`src/rtl/tpu_pkg.sv`:
```
// Shared constants, state encoding and width helpers for the TPU edge feeder.
package tpu_pkg;

    localparam int DATA_WIDTH = 8;
    localparam int ACC_WIDTH  = 32;
    localparam int ARRAY_N    = 4;

    localparam int RUN_CNT_W  = $clog2(3 * ARRAY_N - 2);
    localparam int BEAT_CNT_W = $clog2(ARRAY_N);

    typedef enum logic [1:0] {
        ST_LOAD = 2'd0,
        ST_RUN  = 2'd1,
        ST_DONE = 2'd2
    } feeder_state_t;

    // Counter widths for arbitrary array sizes; a single-bit floor keeps N=2 legal.
    function automatic int run_cnt_width(input int n);
        return (3 * n - 2 > 2) ? $clog2(3 * n - 2) : 1;
    endfunction

    function automatic int beat_cnt_width(input int n);
        return (n > 2) ? $clog2(n) : 1;
    endfunction

endpackage

```
`src/rtl/systolic_skew_lane.sv`:
```
// One skewed edge lane: picks buffer element (t - LANE) while it lies inside the row, else 0.
module systolic_skew_lane
    import tpu_pkg::*;
#(
    parameter int LANE       = 0,
    parameter int N          = ARRAY_N,
    parameter int DATA_WIDTH = tpu_pkg::DATA_WIDTH,
    parameter int RUN_W      = RUN_CNT_W
) (
    input  logic [RUN_W-1:0]        i_run_cnt,
    input  logic [N*DATA_WIDTH-1:0] i_row,
    output logic [DATA_WIDTH-1:0]   o_elem
);

    // Matching t against k+LANE avoids a signed subtraction and gives literal-zero padding.
    always_comb begin
        o_elem = '0;
        for (int k = 0; k < N; k++) begin
            if (i_run_cnt == RUN_W'(k + LANE)) begin
                o_elem = i_row[k*DATA_WIDTH +: DATA_WIDTH];
            end
        end
    end

endmodule

```
`src/rtl/systolic_feeder.sv`:
```
// Edge feeder for the NxN systolic array: buffers A columns / B rows, then drives skewed edges with we.
module systolic_feeder
    import tpu_pkg::*;
#(
    parameter int DATA_WIDTH = tpu_pkg::DATA_WIDTH,
    parameter int N          = ARRAY_N
) (
    input  logic                    clk,
    input  logic                    rst_n,
    input  logic                    in_valid,
    output logic                    in_ready,
    input  logic [N*DATA_WIDTH-1:0] in_a_vec,
    input  logic [N*DATA_WIDTH-1:0] in_b_vec,
    output logic [N*DATA_WIDTH-1:0] a_edge,
    output logic [N*DATA_WIDTH-1:0] b_edge,
    output logic                    we,
    output logic                    busy,
    output logic                    done
);

    localparam int RUN_W  = run_cnt_width(N);
    localparam int BEAT_W = beat_cnt_width(N);
    localparam logic [RUN_W-1:0]  RUN_LAST  = RUN_W'(3 * N - 3);
    localparam logic [BEAT_W-1:0] BEAT_LAST = BEAT_W'(N - 1);

    feeder_state_t           r_state;
    feeder_state_t           w_state_next;
    logic [BEAT_W-1:0]       r_beat;
    logic [BEAT_W-1:0]       w_beat_next;
    logic [RUN_W-1:0]        r_run;
    logic [RUN_W-1:0]        w_run_next;
    logic                    w_accept;

    // r_a_buf[i] holds row i of A; r_b_buf[j] holds column j of B. Both are indexed by beat.
    logic [N*DATA_WIDTH-1:0] r_a_buf [N];
    logic [N*DATA_WIDTH-1:0] r_b_buf [N];
    logic [N*DATA_WIDTH-1:0] w_a_sel;
    logic [N*DATA_WIDTH-1:0] w_b_sel;

    logic [N*DATA_WIDTH-1:0] r_a_edge;
    logic [N*DATA_WIDTH-1:0] r_b_edge;
    logic                    r_we;
    logic                    r_busy;
    logic                    r_done;

    assign in_ready = rst_n && (r_state == ST_LOAD);
    assign w_accept = in_valid && in_ready;

    always_comb begin
        w_state_next = r_state;
        w_beat_next  = r_beat;
        w_run_next   = r_run;
        case (r_state)
            ST_LOAD: begin
                if (w_accept) begin
                    if (r_beat == BEAT_LAST) begin
                        w_state_next = ST_RUN;
                        w_beat_next  = '0;
                        w_run_next   = '0;
                    end else begin
                        w_beat_next = r_beat + BEAT_W'(1);
                    end
                end
            end
            ST_RUN: begin
                if (r_run == RUN_LAST) begin
                    w_state_next = ST_DONE;
                    w_run_next   = '0;
                end else begin
                    w_run_next = r_run + RUN_W'(1);
                end
            end
            ST_DONE: begin
                w_state_next = ST_LOAD;
                w_beat_next  = '0;
            end
            default: begin
                w_state_next = ST_LOAD;
                w_beat_next  = '0;
                w_run_next   = '0;
            end
        endcase
    end

    always_ff @(posedge clk or negedge rst_n) begin
        if (!rst_n) begin
            r_state <= ST_LOAD;
            r_beat  <= '0;
            r_run   <= '0;
        end else begin
            r_state <= w_state_next;
            r_beat  <= w_beat_next;
            r_run   <= w_run_next;
        end
    end

    // Buffers are deliberately not reset; the beat counter decides what is valid.
    always_ff @(posedge clk) begin
        if (w_accept) begin
            for (int i = 0; i < N; i++) begin
                r_a_buf[i][int'(r_beat)*DATA_WIDTH +: DATA_WIDTH] <= in_a_vec[i*DATA_WIDTH +: DATA_WIDTH];
                r_b_buf[i][int'(r_beat)*DATA_WIDTH +: DATA_WIDTH] <= in_b_vec[i*DATA_WIDTH +: DATA_WIDTH];
            end
        end
    end

    for (genvar g = 0; g < N; g++) begin : g_lane
        systolic_skew_lane #(
            .LANE       (g),
            .N          (N),
            .DATA_WIDTH (DATA_WIDTH),
            .RUN_W      (RUN_W)
        ) u_a_lane (
            .i_run_cnt (w_run_next),
            .i_row     (r_a_buf[g]),
            .o_elem    (w_a_sel[g*DATA_WIDTH +: DATA_WIDTH])
        );

        systolic_skew_lane #(
            .LANE       (g),
            .N          (N),
            .DATA_WIDTH (DATA_WIDTH),
            .RUN_W      (RUN_W)
        ) u_b_lane (
            .i_run_cnt (w_run_next),
            .i_row     (r_b_buf[g]),
            .o_elem    (w_b_sel[g*DATA_WIDTH +: DATA_WIDTH])
        );
    end

    // Outputs are registered from next-state values so they line up with the RUN cycle they describe.
    always_ff @(posedge clk or negedge rst_n) begin
        if (!rst_n) begin
            r_we     <= 1'b0;
            r_busy   <= 1'b0;
            r_done   <= 1'b0;
            r_a_edge <= '0;
            r_b_edge <= '0;
        end else begin
            r_we     <= (w_state_next == ST_RUN);
            r_busy   <= (w_state_next == ST_RUN) || (w_state_next == ST_DONE);
            r_done   <= (w_state_next == ST_DONE);
            r_a_edge <= (w_state_next == ST_RUN) ? w_a_sel : '0;
            r_b_edge <= (w_state_next == ST_RUN) ? w_b_sel : '0;
        end
    end

    assign a_edge = r_a_edge;
    assign b_edge = r_b_edge;
    assign we     = r_we;
    assign busy   = r_busy;
    assign done   = r_done;

endmodule

```
`config.mk`:
```
export PLATFORM = sky130hd
export DESIGN_NAME = systolic_feeder
export DESIGN_NICKNAME = d
export VERILOG_FILES = /design/src/rtl/tpu_pkg.sv /design/src/rtl/systolic_skew_lane.sv /design/src/rtl/systolic_feeder.sv
export SDC_FILE = /design/constraint.sdc
export NUM_CORES = 1
export LEC_CHECK = 0
export CAP_MARGIN = 5
export CELL_PAD_IN_SITES_DETAIL_PLACEMENT = 2
export CELL_PAD_IN_SITES_GLOBAL_PLACEMENT = 2
export CORE_ASPECT_RATIO = 1.4
export CORE_MARGIN = 2
export CORE_UTILIZATION = 40
export DETAILED_ROUTE_END_ITERATION = 8
export PLACE_DENSITY = 0.84
export SYNTH_ARGS = -nofsm -noshare
export SYNTH_HDL_FRONTEND = slang
export SYNTH_SLANG_ARGS = --single-unit
```
`constraint.sdc`:
```
create_clock -name clk -period 5.5 [get_ports clk]
set_clock_uncertainty 0.15 [all_clocks]
set_input_delay 1.375 -clock clk [delete_from_list [all_inputs] [get_ports clk]]
set_output_delay 1.375 -clock clk [all_outputs]
set_load 0.005 [all_outputs]
```
==> flow_metrics.tcl <==
set metrics [dict create \
    multi_input_area_sq_mm 0.00384 \
    fin_util 0.493 \
    yosysSeqAreaShare 0.698 \
    synthAdderAreaFrac 0.00731 \
    cts_sinks 331 \
    power_leakage_uw 0.00612 \
    routed-via-count 8833 \
    ys.warnings.count 0 \
    clockBufferDepth 3 \
    cts.repair.resized 0 \
    drt_iter0_markers 485 \
    grt_use_total 0.234 \
    netlist_area_sq_mm 0.0137 \
    grt_pass1_wl_um 62500 \
    hpwlAfterDp_um 23000 \
    antenna_found_initial 2 \
    chipWidth_um 160 \
    cts_hold_buf 0 \
    num_rows 80 \
    routed_via_density 5.41 \
    clk_pin_slew_ps 70 \
    regArea_sq_mm 0.00956 \
    period_share 0.779 \
    dieArea_sq_mm 0.0358 \
    hold_viol 0 \
    maxSlewViolCount 0 \
    final_cell_area_sq_mm 0.0167 \
    layoutNonFillerInstCount 1633 \
    synth-seq-cells 331 \
    layout_commonest_cell "and2_1" \
    yosys-mux-area-fraction 0.00146 \
    synth_nets 1103 \
    rsz0062_at_grt "no" \
    ios 135 \
    critical_path_arrival_ps 4570 \
    cts_max_level 2 \
    drtPass1Iterations 4 \
    placed_area_sq_mm 0.0155 \
    cts_setup_buffers 0 \
    fmax_ghz 0.233 \
    start_kind "input pin" \
    synth_top_family_by_area "simple AND/OR/NAND/NOR gates" \
    grt_pass1_vias 10270 \
    clk_latency_ps 530 \
    final_cell_mix "273 x and2_1, 256 x edfxtp_1, 133 x clkdlybuf4s50_1" \
    yosysUniqueCellTypes 47 \
    synth_flop_cell "edfxtp_1" \
    synth_edf_count 256 \
    start_util 0.404 \
    place.gp.congestion 0.734 \
    async_reset_ff_frac 0.227 \
    synthXorXnorAreaFrac 0 \
    tightest_slew_ps 1120 \
    nets 1230 \
    path_max_fanout 18 \
    p_per_area_mw_per_mm2 564 \
    synth_compound_area_frac 0.0904 \
    fill_cells 3195 \
    worstSetupPathType "input pin to register" \
    slew_headroom 0.254 \
    power_uw 9440 \
    core-area_sq_mm 0.0339 \
    clockRootBuffer "clkbuf_16" \
    min_path_type "register to register" \
    wire_per_inst_um 25.1 \
    end_kind "register" \
    critical_path_required_ps 5780 \
    wirelength_um 41100 \
    syn_inst 1028 \
    die_y_um 223 \
    status "finished clean" \
    peakVddDrop_v 0.000333 \
    route.detailed.drc 0 \
    cts_made_buffers 34 \
    syn_area_per_cell_sq_um 13.3 \
    area_growth_pct 22.1 \
    grt_max_degree 67 \
    overflow 0 \
    setup_viol 0 \
    finalCriticalPeriod_ps 4280 \
    dp.cells 1570 \
    cap_viol_max_count 0 \
    drive_above_1_share 0.0813 \
    synthSimpleGateAreaFrac 0.178 \
    cts_tree "yes" \
    io_buffer_count 134 \
    finalSetupTns_ps 0 \
    ant_nets 0 \
]
==> path summary, 6_finish.rpt <==
| check | from | cells after the start | endpoint | slack, ps |
|---|---|---|---|---|
| hold / removal | r_b_buf[1][28]$_DFFE_PP_ | 1 | b_edge[12]$_DFF_PN0_ | 310 |
| max in group asynchronous | rst_n | 2 | b_edge[19]$_DFF_PN0_ | 3340 |
| min in group asynchronous | rst_n | 1 | r_run[1]$_DFF_PN0_ | 550 |
| hold reg to reg | r_b_buf[1][28]$_DFFE_PP_ | 1 | b_edge[12]$_DFF_PN0_ | 310 |
| setup reg to reg | r_beat[0]$_DFFE_PN0P_ | 9 | a_edge[10]$_DFF_PN0_ | 2050 |
| setup / recovery | in_valid | 10 | a_edge[10]$_DFF_PN0_ | 1220 |
==> cell families after synthesis <==
| family | Yosys count |
|---|---|
| AOI/OAI and AO/OA | 183 |
| muxes | 2 |
| DFF | 331 |
| and+or+nand+nor | 429 |
| adders and majority gates | 8 |
| buffers and inverters | 75 |
==> routing by layer <==
metal / share of wire / track usage
met5: 0.00027 / 0
met2: 0.55 / 0.441
met4: 0.028 / 0.0883
met1: 0.39 / 0.268
met3: 0.039 / 0.0307
==> Yosys cell counts, types with 2 or more instances <==
library cell	n	area, sq um
o2bb2ai_1	16	140
nor3_2	2	20.0
o21ai_1	9	45.0
and2_1	277	1730
nor4_1	16	100
nand3_1	6	30.0
a21oi_1	32	160
mux2i_1	2	20.0
buf_2	7	35.0
buf_6	3	33.8
nor3b_1	6	45.0
nand2b_1	2	12.5
and3_1	2	12.5
o21a_1	16	120
ha_1	8	100
o21ai_0	39	195
nor3_1	4	20.0
a211oi_1	16	120
nor2_1	51	191
nor2b_1	2	12.5
a22oi_1	32	240
a2bb2oi_1	15	131
inv_1	7	26.3
edfxtp_1	256	7690
dfrtp_1	75	1880
buf_4	2	15.0
clkbuf_1	52	195
nand2_1	54	203
==> state kept, by name, summed over array words and instances (netlist names) <==
register  cells
b_edge       32
done          1
a_edge       32
r_a_buf     128
r_state       2
r_run         4
we            1
r_beat        2
r_b_buf     128
busy          1
==> per-stage QoR <==
stage	hold WS, ps	setup WS [ps]
global placement	284	1120
global route	332	1110
detailed placement	295	875
finish	311	1220
CTS	319	1230
floorplan	283	690
==> power breakdown <==
| part | switching (uW) | internal, uW | total [uW] |
|---|---|---|---|
| registers | 169 | 3220 | 3390 |
| clock network | 988 | 1500 | 2490 |
| logic | 2230 | 1320 | 3560 |
| total | 3390 | 6050 | 9440 |
==> worst max-delay path, cell delays in order <==
cell and delay [ps]:
clkdlybuf4s50_1 560, nand2_1 140, nor3_1 560, and2_4 260
nor2_1 60, inv_1 100, ha_1 230, buf_4 290
and3_1 760, o2bb2ai_1 230
==> cell type report <==
type / instances / share of cell area
multi-input cells: 622 / 0.230
inverters: 9 / 0.00217
diodes: 1 / 0.000150
clock inverters: 10 / 0.00965
flip-flops and latches: 331 / 0.572
repair buffers: 157 / 0.0904
well taps: 451 / 0.0337
clock buffers: 52 / 0.0623
Power figures use the tool's default switching activity.
